[src/rtl/rbus_pkg.sv]
// Shared rbus definitions: header mode encodings, packet-length helper and arbiter enums.
// Imported by the rbus arbiters and the header decoder.
package rbus_pkg;

  localparam int RBUS_DW      = 72;
  localparam int RBUS_LEN_BIT = 39;

  localparam logic [1:0] RBUS_RD1 = 2'b00;
  localparam logic [1:0] RBUS_RD8 = 2'b01;
  localparam logic [1:0] RBUS_WRA = 2'b10;
  localparam logic [1:0] RBUS_UPD = 2'b11;

  typedef enum logic [1:0] {
    ARB_IDLE,
    ARB_OFFER,
    ARB_XFER,
    ARB_GAP
  } arb_state_e;

  typedef enum logic {
    PORT_A = 1'b0,
    PORT_B = 1'b1
  } rbus_port_e;

  // Read requests are header-only; writes/updates carry 1 or 8 payload words.
  function automatic logic [3:0] rbus_pkt_words(input logic [1:0] mode, input logic len);
    logic [3:0] words;
    case (mode)
      RBUS_WRA, RBUS_UPD: words = len ? 4'd9 : 4'd2;
      default:            words = 4'd1;
    endcase
    return words;
  endfunction

endpackage

[src/rtl/rbus_pkt_len.sv]
// Combinational rbus header decode: total packet words and long-packet flag.
// Only the mode field and the length bit of the header are looked at.
module rbus_pkt_len
  import rbus_pkg::*;
(
  input  logic [1:0] mode,
  input  logic       len_bit,
  output logic [3:0] words,
  output logic       is_long
);

  always_comb begin
    words   = rbus_pkt_words(mode, len_bit);
    is_long = (words == 4'd9);
  end

endmodule

[src/rtl/rbus_arb2.sv]
// Two-port packet-atomic round-robin arbiter in front of one rbus slave port.
// Accepted words are forwarded through a single register stage; protocol violations are dropped.
module rbus_arb2
  import rbus_pkg::*;
#(
  parameter int OFFER_TMO = 16,
  parameter int GAP_CYC   = 2
) (
  input  logic               clk,
  input  logic               rst_n,
  input  logic               a_stb,
  input  logic               a_sof,
  input  logic [RBUS_DW-1:0] a_data,
  output logic [1:0]         a_rdy,
  input  logic               b_stb,
  input  logic               b_sof,
  input  logic [RBUS_DW-1:0] b_data,
  output logic [1:0]         b_rdy,
  output logic               o_stb,
  output logic               o_sof,
  output logic [RBUS_DW-1:0] o_data,
  input  logic [1:0]         o_rdy,
  output logic [1:0]         o_err
);

  localparam int TMO_W = $clog2(OFFER_TMO);
  localparam int GAP_W = $clog2(GAP_CYC + 1);
  localparam logic [TMO_W-1:0] TMO_LAST = TMO_W'(OFFER_TMO - 1);
  localparam logic [GAP_W-1:0] GAP_LAST = GAP_W'(GAP_CYC - 1);

  arb_state_e         state_q, state_d;
  rbus_port_e         prio_q, prio_d;
  logic [TMO_W-1:0]   tmo_q, tmo_d;
  logic [GAP_W-1:0]   gap_q, gap_d;
  logic [3:0]         wcnt_q, wcnt_d;
  logic               stb_q, stb_d;
  logic               sof_q, sof_d;
  logic [RBUS_DW-1:0] data_q, data_d;
  logic [1:0]         err_q, err_d;

  logic               g_stb;
  logic               g_sof;
  logic [RBUS_DW-1:0] g_data;
  logic               g_err;
  logic [3:0]         pkt_words;
  logic               pkt_long;
  rbus_port_e         prio_other;

  // The priority port doubles as the granted port while in OFFER/XFER.
  assign g_stb      = (prio_q == PORT_B) ? b_stb  : a_stb;
  assign g_sof      = (prio_q == PORT_B) ? b_sof  : a_sof;
  assign g_data     = (prio_q == PORT_B) ? b_data : a_data;
  assign prio_other = (prio_q == PORT_B) ? PORT_A : PORT_B;

  rbus_pkt_len u_pkt_len (
    .mode    (g_data[1:0]),
    .len_bit (g_data[RBUS_LEN_BIT]),
    .words   (pkt_words),
    .is_long (pkt_long)
  );

  always_comb begin
    state_d = state_q;
    prio_d  = prio_q;
    tmo_d   = tmo_q;
    gap_d   = gap_q;
    wcnt_d  = wcnt_q;
    stb_d   = 1'b0;
    sof_d   = 1'b0;
    data_d  = data_q;
    err_d   = 2'b00;
    g_err   = 1'b0;
    a_rdy   = 2'b00;
    b_rdy   = 2'b00;

    case (state_q)
      ARB_IDLE: begin
        g_err = g_stb;
        if (o_rdy != 2'b00) begin
          state_d = ARB_OFFER;
          tmo_d   = '0;
        end
      end
      ARB_OFFER: begin
        if (prio_q == PORT_B) b_rdy = o_rdy;
        else                  a_rdy = o_rdy;
        // A header arriving on the expiry cycle still wins the grant.
        if (g_stb && g_sof) begin
          stb_d  = 1'b1;
          sof_d  = 1'b1;
          data_d = g_data;
          if (pkt_words == 4'd1) begin
            state_d = ARB_GAP;
            gap_d   = '0;
            prio_d  = prio_other;
          end else begin
            state_d = ARB_XFER;
            wcnt_d  = pkt_long ? 4'd8 : 4'd1;
          end
        end else begin
          g_err = g_stb;
          if (tmo_q == TMO_LAST) begin
            state_d = ARB_IDLE;
            prio_d  = prio_other;
          end else begin
            tmo_d = tmo_q + TMO_W'(1);
          end
        end
      end
      ARB_XFER: begin
        if (g_stb) begin
          if (g_sof) begin
            g_err = 1'b1;
          end else begin
            stb_d  = 1'b1;
            data_d = g_data;
            wcnt_d = wcnt_q - 4'd1;
            if (wcnt_q == 4'd1) begin
              state_d = ARB_GAP;
              gap_d   = '0;
              prio_d  = prio_other;
            end
          end
        end
      end
      ARB_GAP: begin
        g_err = g_stb;
        if (gap_q == GAP_LAST) state_d = ARB_IDLE;
        else                   gap_d = gap_q + GAP_W'(1);
      end
      default: state_d = ARB_IDLE;
    endcase

    // The non-granted port may never strobe.
    if (prio_q == PORT_B) begin
      err_d[1] = g_err;
      err_d[0] = a_stb;
    end else begin
      err_d[0] = g_err;
      err_d[1] = b_stb;
    end
  end

  always_ff @(posedge clk or negedge rst_n) begin
    if (!rst_n) begin
      state_q <= ARB_IDLE;
      prio_q  <= PORT_A;
      tmo_q   <= '0;
      gap_q   <= '0;
      wcnt_q  <= '0;
      stb_q   <= 1'b0;
      sof_q   <= 1'b0;
      data_q  <= '0;
      err_q   <= 2'b00;
    end else begin
      state_q <= state_d;
      prio_q  <= prio_d;
      tmo_q   <= tmo_d;
      gap_q   <= gap_d;
      wcnt_q  <= wcnt_d;
      stb_q   <= stb_d;
      sof_q   <= sof_d;
      data_q  <= data_d;
      err_q   <= err_d;
    end
  end

  assign o_stb  = stb_q;
  assign o_sof  = sof_q;
  assign o_data = data_q;
  assign o_err  = err_q;

endmodule
[config.mk]
export PLATFORM = sky130hd
export DESIGN_NAME = rbus_arb2
export DESIGN_NICKNAME = d
export VERILOG_FILES = /design/src/rtl/rbus_pkg.sv /design/src/rtl/rbus_pkt_len.sv /design/src/rtl/rbus_arb2.sv
export SDC_FILE = /design/constraint.sdc
export NUM_CORES = 1
export LEC_CHECK = 0
export CORE_MARGIN = 2
export CORE_UTILIZATION = 40
export CTS_CLUSTER_DIAMETER = 50
export DETAILED_ROUTE_END_ITERATION = 8
export PLACE_DENSITY = 0.81
export SYNTH_ARGS = -nofsm -noshare
export SYNTH_HDL_FRONTEND = slang
export SYNTH_SLANG_ARGS = --single-unit
export TNS_END_PERCENT = 20
[constraint.sdc]
create_clock -name clk -period 2.2 [get_ports clk]
set_input_delay 0.33 -clock clk [delete_from_list [all_inputs] [get_ports clk]]
set_output_delay 0.33 -clock clk [all_outputs]
set_load 0.03 [all_outputs]
==> results.ini, run 1 <==
[critical_path]
cp_slowest_cell=sky130_fd_sc_hd__dfrtp_1
critPathKind=reg2out
worstPathMaxFanout=8
path_delay_family=buffers and inverters
worst-path-buf-inv=2
critPathRequiredTime_ps=1870
worstPathArrival_ps=1750
crit_chain=inv_1 -> ha_2 -> nand2_1 -> nor2_1 -> clkdlybuf4s15_1
worst_setup_sp_type=flop
cp_slowest_stage_delay_ps=440
capturing_element_type_of_the_critical_path=output port

[floorplanning]
core.rowCount=38
initial_core_util_pct=41.25
core_region_um2=10890
pin_count=232
die_y_um=110.0
floorplan.die.width_um=110.0
fp.dieArea_um2=12090

[timing]
grt_setup_unrepaired=false
hold_viol=0
timing.setup.tns_ps=0
tightestPinTransition_ps=615.2
final_max_slew_viol_count=0
finalSetupViolations=0
hold-worst-slack_ps=481.7
fmax_ghz=0.4805
timing.max_slew.rel_slack_pct=58.99
worst_clock_skew_ps=6.532
period_minus_slack_ps=2081
post-route-period-util_pct=94.59

[detailed_routing]
first_pass_iters=4
drt_first_iter_violations=106
route.antenna.remaining_nets=0
route.detailed.drc=0
routed_via_count_divided_by_cell_count=4.942
routed-via-count=4008
routed_wire_per_std_cell_um=15.63
route.final.wire_length_um=12680

[logic_synthesis]
library_cell_with_the_largest_summed_area_after_synthesis=sky130_fd_sc_hd__dfrtp_1
synth_area_leaders=sky130_fd_sc_hd__dfrtp_1 50%, sky130_fd_sc_hd__mux2i_1 16%, sky130_fd_sc_hd__nand2_1 7.4%
async_flop_share_pct=100.0
synth.lib_cells_used.distinct=42
post_synth_most_frequent_cells=89 x sky130_fd_sc_hd__dfrtp_1, 89 x sky130_fd_sc_hd__nand2_1, 73 x sky130_fd_sc_hd__mux2i_1, 41 x sky130_fd_sc_hd__o21ai_0, 38 x sky130_fd_sc_hd__o21ai_1
yosysSeqAreaShare_pct=49.58
syn-mean-instance-area_um2=10.26
post_synth_inst_count=438
synth-seq-cells=89
synth_nets=599
syn-cell-area_um2=4492
synth_enable_flop_cells=0
yosys_most_used_dff=sky130_fd_sc_hd__dfrtp_1
post-synth-top-area-fraction_pct=49.58
synth-warning-count=0

[grt]
first_global_vias=3939
grt_max_degree=85
grtUsageMet3_pct=3.939
globalRouteMet1Util_pct=23.44
global_route.overflow_total=0
use_met2_pct=38.26
grt_pass1_wl_um=19140
grt_antenna_before_repair=0
grt-busiest-layer=met2
grt_util_all_layers_pct=20.70

[clocking]
cts_made_buffers=9
cts.path.max_buffers=2
clkTransAtPathRegs_ps=90
cts_root_buffer=sky130_fd_sc_hd__clkbuf_8
cts.sink_count=89
post-cts-setup-buffers=0
depth_of_the_cts_h_tree=3
tritoncts=yes
worst_skew_pair.late_latency_ps=350

[placement]
place_hpwl_um=10010
postPlaceCellArea_um2=6940
finalWeightedCongestion=0.8131
port_buffers=231
dpl.cell_count=794

[final_layout]
instances_no_fill=811
layout.cell_area.non_filler_um2=7197
area_growth_syn_to_layout_pct=60.22
finish.net_count=827
layout_cells_sized_above_1_pct=6.557
antenna_cells_inserted=0

[power]
static-leakage-power_nw=3.181
p_total_w=0.01066
vdd.ir_drop.worst_uv=758.5
power.density_cell_area_nw_per_um2=1481

[job]
max_cap_viol_count=0

[outcome]
run_status=finished, final reports clean

[worst_hold_path]
holdCritPathClass=reg2reg

==> worst paths after layout <==
path | startpoint | depth (start not counted) | end | slack [ps]
max | flop | 5 | a_rdy[0] | 120
min | o_data[18] | 2 | o_data[18] | 480
max reg2reg | flop | 7 | tmo_q[3] | 240
min reg2reg | o_data[18] | 2 | o_data[18] | 480
max in group asynchronous | rst_n | 3 | o_data[25] | 1050
min in group asynchronous | rst_n | 2 | tmo_q[1] | 510
==> placed cells by master, fill, tap and decap left out, types with 6 or more instances in the layout <==
| master | count |
|---|---|
| sky130_fd_sc_hd__o21ai_0 | 41 |
| sky130_fd_sc_hd__mux2i_1 | 73 |
| sky130_fd_sc_hd__dfrtp_1 | 88 |
| sky130_fd_sc_hd__o21ai_1 | 38 |
| sky130_fd_sc_hd__clkdlybuf4s50_1 | 226 |
| sky130_fd_sc_hd__a21oi_1 | 6 |
| sky130_fd_sc_hd__nor2_1 | 6 |
| sky130_fd_sc_hd__clkbuf_8 | 10 |
| sky130_fd_sc_hd__nand3_1 | 6 |
| sky130_fd_sc_hd__buf_4 | 12 |
| sky130_fd_sc_hd__inv_1 | 11 |
| sky130_fd_sc_hd__ha_1 | 8 |
| sky130_fd_sc_hd__nand2_1 | 89 |
==> area by class of cell <==
type                            count  area [um^2]
Fill cell                         885         3691
Inverter                           11        41.29
Tap cell                          140        175.2
Sequential cell                    89         2231
Clock buffer                       11        141.4
Multi-Input combinational cell    310         2043
Timing Repair Buffer              245         2462
Clock inverter                      5        102.6
==> per-layer routing <==
| metal | vias to the layer above | routed length, um |
|---|---|---|
| li1 | 1981 | - |
| met1 | 1871 | 4806 |
| met2 | 134 | 6683 |
| met3 | 22 | 943 |
| met4 | 0 | 245 |
| met5 | - | 0 |
==> worst register-to-register path: cells and delay by family, from the launching register on <==
family	cells	cell delay [ps]
simple gates	2	520
flops	1	440
compound gates	2	340
buf+inv	2	290
fa+ha+maj	1	290
==> cells by family after synthesis <==
kind of cell               count (synthesis)  share of synthesized area [%]
xor gates and xnor gates                   1                         0.1950
and+or+nand+nor                          122                          11.98
buffers and inverters                     39                          4.986
DFF                                       89                          49.58
AOI/OAI and AO/OA                        101                          13.23
muxes                                     77                          17.52
adders and majority gates                  9                          2.507
==> stage by stage <==
step	utilization (%)	setup slack [ps]
6_report	66.10	118.9
4_1_cts	66.08	85.51
3_3_place_gp	63.74	86.19
3_5_place_dp	63.74	47.34
2_1_floorplan	-	321.8
5_1_grt	66.10	14.55
==> state kept, by name, summed over array words and instances (netlist names), named ones only <==
| register | flops |
|---|---|
| prio_q | 1 |
| gap_q | 2 |
| wcnt_q | 4 |
| o_stb | 1 |
| state_q | 1 |
| o_err | 2 |
| tmo_q | 4 |
| o_data | 72 |
| o_sof | 1 |
==> timing repair <==
action | CTS | global route
endpoints found under the setup margin | 2 | 2
resized for setup | 3 | 2
endpoints found under the hold margin | 11 | 0
hold buffers | 1 | 0
==> report_power, final <==
| part | internal (W) | switching [W] | total, W |
|---|---|---|---|
| Combinational | 0.00270 | 0.00366 | 0.00637 |
| Clock | 0.000784 | 0.000571 | 0.00136 |
| Sequential | 0.00244 | 0.000495 | 0.00294 |
Note: power is estimated with default switching activity, not from simulation.
==> run 2, diff against run 1 <==
SETUP_SLACK_MARGIN = 0.1   (was unset)
==> results.ini, run 2 (same netlist as run 1, synthesis figures left out) <==
[power]
vdd.ir_drop.worst_uv=758.7
static-leakage-power_nw=3.181
power.density_cell_area_nw_per_um2=1482

[worst_hold_path]
holdCritPathClass=reg2reg

[final_layout]
layout_cells_sized_above_1_pct=6.706
largest_reg_flops=72
area_growth_syn_to_layout_pct=60.11
finish.utilization_pct=66.05
layout.cells.most_common_list=226 x sky130_fd_sc_hd__clkdlybuf4s50_1, 89 x sky130_fd_sc_hd__nand2_1, 88 x sky130_fd_sc_hd__dfrtp_1, 73 x sky130_fd_sc_hd__mux2i_1, 41 x sky130_fd_sc_hd__o21ai_0
antenna_cells_inserted=0
mostFrequentLayoutCell=sky130_fd_sc_hd__clkdlybuf4s50_1
layout.cell_area.non_filler_um2=7192
finish.net_count=827

[job]
max_cap_viol_count=0

[critical_path]
crit-reg2reg-capture=tmo_q[3]
rrSetupSlack_ps=240
worstSetupEndpoint=a_rdy[0]
r2r.worst_path.cells=7
crit_cells=5
path_delay_family=buffers and inverters
worst_setup_sp_type=flop
worst-path-buf-inv=2
crit_chain=inv_1 -> ha_2 -> nand2_1 -> nor2_1 -> clkdlybuf4s15_1
cp_slowest_cell=sky130_fd_sc_hd__dfrtp_1
critPathKind=reg2out
worstPathArrival_ps=1750
critPathRequiredTime_ps=1870
worstPathMaxFanout=8
capturing_element_type_of_the_critical_path=output port
cp_slowest_stage_delay_ps=440

[grt]
first_global_vias=3939
grt_util_all_layers_pct=20.70
grt_pass1_wl_um=19140
global_route.overflow_total=0
grt_max_degree=85
grt_antenna_before_repair=0

[floorplanning]
die_y_um=110.0
fp.dieArea_um2=12090
core_region_um2=10890
pin_count=232
core.rowCount=38
initial_core_util_pct=41.25
floorplan.die.width_um=110.0

[detailed_routing]
first_pass_iters=4
route.detailed.drc=0
routed_via_count_divided_by_cell_count=4.952
route.antenna.remaining_nets=0
drt_first_iter_violations=116
route.final.wire_length_um=12670
routed-via-count=4016
routed_wire_per_std_cell_um=15.63

[timing]
fmax_ghz=0.4804
hold_viol=0
hold-worst-slack_ps=481.7
timing.max_slew.rel_slack_pct=59.02
grt_setup_unrepaired=true
final_max_slew_viol_count=0
worst_clock_skew_ps=6.606
timing.setup.tns_ps=0
fin_ws_ps=118.6
tightestPinTransition_ps=614.7
post-route-period-util_pct=94.61
finalSetupViolations=0
period_minus_slack_ps=2081

[clocking]
depth_of_the_cts_h_tree=3
cts_root_buffer=sky130_fd_sc_hd__clkbuf_8
cts_made_buffers=9
clkTransAtPathRegs_ps=90
worst_skew_pair.late_latency_ps=350
cts.sink_count=89
tritoncts=yes
cts.path.max_buffers=2

[placement]
postPlaceCellArea_um2=6940
place_hpwl_um=10010
finalWeightedCongestion=0.8131
post-place-ws_ps=47.34
port_buffers=231

[outcome]
run_status=finished, final reports clean

run 2: cell types whose count changed in the layout (fill, tap and decap cells not counted):
cell	previous run	this run
sky130_fd_sc_hd__clkdlybuf4s15_1	2	1
sky130_fd_sc_hd__clkbuf_2	0	1
run 2: layout make-up:
type                       count  area, um^2
multi-input combinational    310        2043
inverter                      11       41.29
clock inverter                 5       102.6
tap                          140       175.2
clock buffer                  11       141.4
fill                         886        3696
sequential                    89        2231
timing repair buffer         245        2457
run 2: power by group:
group / leakage [nW] / switching (W) / internal, W
clock network: 0.120 / 0.000571 / 0.000784
registers: 1.11 / 0.000494 / 0.00244
logic: 1.96 / 0.00366 / 0.00270
total: 3.18 / 0.00473 / 0.00593
run 2: what timing repair did:
| action | in CTS | in global routing |
|---|---|---|
| endpoints found under the setup margin | 2 | 2 |
| buffers inserted | 0 | 0 |
| hold buffers | 1 | 0 |
| hold endpoints to repair | 11 | 0 |
| gates resized for setup | 4 | 2 |
run 2: how the worst min path moves through the flow:
stage / startpoint / to / slack (ps) / cells after the start
after floorplan: rst_n / async pin / 30 / 0
after global placement: rst_n / o_sof / 370 / 1
after detailed placement: rst_n / tmo_q[1] / 380 / 1
after CTS: o_data[50] / o_data[50] / 490 / 2
after global routing: o_data[25] / o_data[25] / 510 / 2
final: o_data[18] / o_data[18] / 480 / 2
run 2: worst reg2reg max path, cell delays in order (launching register included):
cell,delay [ps]
sky130_fd_sc_hd__dfrtp_1,440
sky130_fd_sc_hd__inv_1,140
sky130_fd_sc_hd__ha_2,290
sky130_fd_sc_hd__o2111a_2,250
sky130_fd_sc_hd__buf_4,140
sky130_fd_sc_hd__nand4_1,120
sky130_fd_sc_hd__or4_1,400
sky130_fd_sc_hd__o21ai_0,90
run 2: routing by layer:
metal / part of all wire (%) / GRT usage (%)
met5: 0 / 0
met4: 1.9 / 7.866
met3: 7.5 / 3.939
met2: 53 / 38.26
met1: 38 / 23.44
run 2: through the flow:
stage,total power [W],std cells
CTS,0.01077,811
finish,0.01066,811
global route,0.01137,811
floorplan,0.007051,438
global placement,0.009174,794
detailed placement,0.009397,794
==> run 3, diff against run 2 <==
CTS_BUF_LIST = sky130_fd_sc_hd__clkbuf_16   (was unset)
==> results.ini, run 3 (same netlist as run 1, synthesis figures left out) <==
[clocking]
clkTransAtPathRegs_ps=60
postCtsHoldBufs=0
cts.path.max_buffers=2
worst_skew_pair.late_latency_ps=330
tritoncts=yes
cts.sink_count=89
cts_root_buffer=sky130_fd_sc_hd__clkbuf_16
depth_of_the_cts_h_tree=3
cts_made_buffers=9
post-cts-setup-buffers=0

[final_layout]
area_growth_syn_to_layout_pct=61.92
nFillCells=882
largest_reg_flops=72
finish.net_count=826
mostFrequentLayoutCell=sky130_fd_sc_hd__clkdlybuf4s50_1
layout.cells.most_common_list=226 x sky130_fd_sc_hd__clkdlybuf4s50_1, 89 x sky130_fd_sc_hd__nand2_1, 88 x sky130_fd_sc_hd__dfrtp_1, 73 x sky130_fd_sc_hd__mux2i_1, 41 x sky130_fd_sc_hd__o21ai_0
layout_cells_sized_above_1_pct=6.567
instances_no_fill=810
antenna_cells_inserted=0

[power]
power.density_cell_area_nw_per_um2=1516
p_total_w=0.01103
static-leakage-power_nw=3.222
vdd.ir_drop.worst_uv=793.0

[floorplanning]
die_y_um=110.0
core.rowCount=38
fp.dieArea_um2=12090
floorplan.die.width_um=110.0
core_region_um2=10890
initial_core_util_pct=41.25
pin_count=232

[placement]
dpl.cell_count=794
port_buffers=231
finalWeightedCongestion=0.8131
place_hpwl_um=10010

[timing]
post-route-period-util_pct=92.63
worst_clock_skew_ps=4.891
fmax_ghz=0.4907
timing.setup.tns_ps=0
hold_viol=0
grt_setup_unrepaired=true
hold-worst-slack_ps=1.058
final_max_slew_viol_count=0
timing.max_slew.rel_slack_pct=59.24
period_minus_slack_ps=2038
tightestPinTransition_ps=611.4
finalSetupViolations=0

[detailed_routing]
route.antenna.remaining_nets=0
route.final.wire_length_um=12770
routed-via-count=4019
routed_wire_per_std_cell_um=15.77
drt_first_iter_violations=99
routed_via_count_divided_by_cell_count=4.962
first_pass_iters=4
route.detailed.drc=0

[critical_path]
critPathKind=reg2out
critPathRequiredTime_ps=1870
worst-path-buf-inv=2
worst_setup_sp_type=flop
worstPathMaxFanout=8
cp_slowest_cell=sky130_fd_sc_hd__dfrtp_1
cp_slowest_stage_delay_ps=430
capturing_element_type_of_the_critical_path=output port
worstPathArrival_ps=1710
path_delay_family=buffers and inverters
crit_chain=inv_1 -> ha_2 -> nand2_1 -> nor2_1 -> clkdlybuf4s15_1

[grt]
grt_pass1_wl_um=19240
grt_max_degree=85
grt_antenna_before_repair=0
grt_util_all_layers_pct=20.75
first_global_vias=3960
global_route.overflow_total=0

[outcome]
run_status=finished, final reports clean

[worst_hold_path]
holdCritPathClass=in2async

[job]
max_cap_viol_count=0

==> run 3: routing by layer <==
metal	track usage (%)	up-vias	routed length (um)
li1	-	1985	-
met1	23.61	1872	4841
met2	38.43	141	6753
met3	4.056	21	943
met4	7.324	0	233
met5	0	-	0
==> run 3: cell type report <==
cell class,instances,area (um^2),share of cell area [%]
Sequential cell,89,2231,30.67
Inverter,11,41.29,0.5677
Multi-Input combinational cell,310,2043,28.09
Clock buffer,9,225.2,3.097
Tap cell,140,175.2,2.408
Timing Repair Buffer,244,2447,33.65
Clock inverter,7,110.1,1.514
==> run 3: stage by stage <==
step           util, %  setup slack [ps]  instance area (um^2)
6_report         66.80             162.2                  7273
5_1_grt          66.80             73.58                  7273
4_1_cts          66.82             132.9                  7276
3_5_place_dp     63.74             47.34                  6940
3_3_place_gp     63.74             86.19                  6940
2_1_floorplan        -             321.8                  4492
==> run 3: final timing paths <==
check / depth (start not counted) / startpoint / endpoint / slack [ps]
min reg2reg: 2 / o_data[18] / o_data[18] / 480
max reg2reg: 7 / flop / tmo_q[3] / 260
min: 1 / rst_n / tmo_q[1] / 1
max: 5 / flop / a_rdy[0] / 160
max in group asynchronous: 2 / rst_n / o_data[71] / 1570
min in group clk: 2 / o_data[18] / o_data[18] / 480
==> run 3: worst reg2reg max path, stage by stage, from the launching register on <==
cell and delay, ps:
sky130_fd_sc_hd__dfrtp_1 430, sky130_fd_sc_hd__inv_1 130, sky130_fd_sc_hd__ha_2 290, sky130_fd_sc_hd__o2111a_2 250
sky130_fd_sc_hd__buf_4 150, sky130_fd_sc_hd__nand4_1 120, sky130_fd_sc_hd__or4_1 400, sky130_fd_sc_hd__o21ai_0 90
==> run 3: where the power goes <==
group,internal (W),switching [W],total [W]
Combinational,0.00270,0.00366,0.00637
Clock,0.00110,0.000611,0.00171
Sequential,0.00245,0.000500,0.00295
Total,0.00625,0.00478,0.0110
==> run 3: timing repair <==
item	4_1_cts	5_1_grt
gates resized for setup	3	3
endpoints found under the setup margin	2	2
endpoints found under the hold margin	0	0
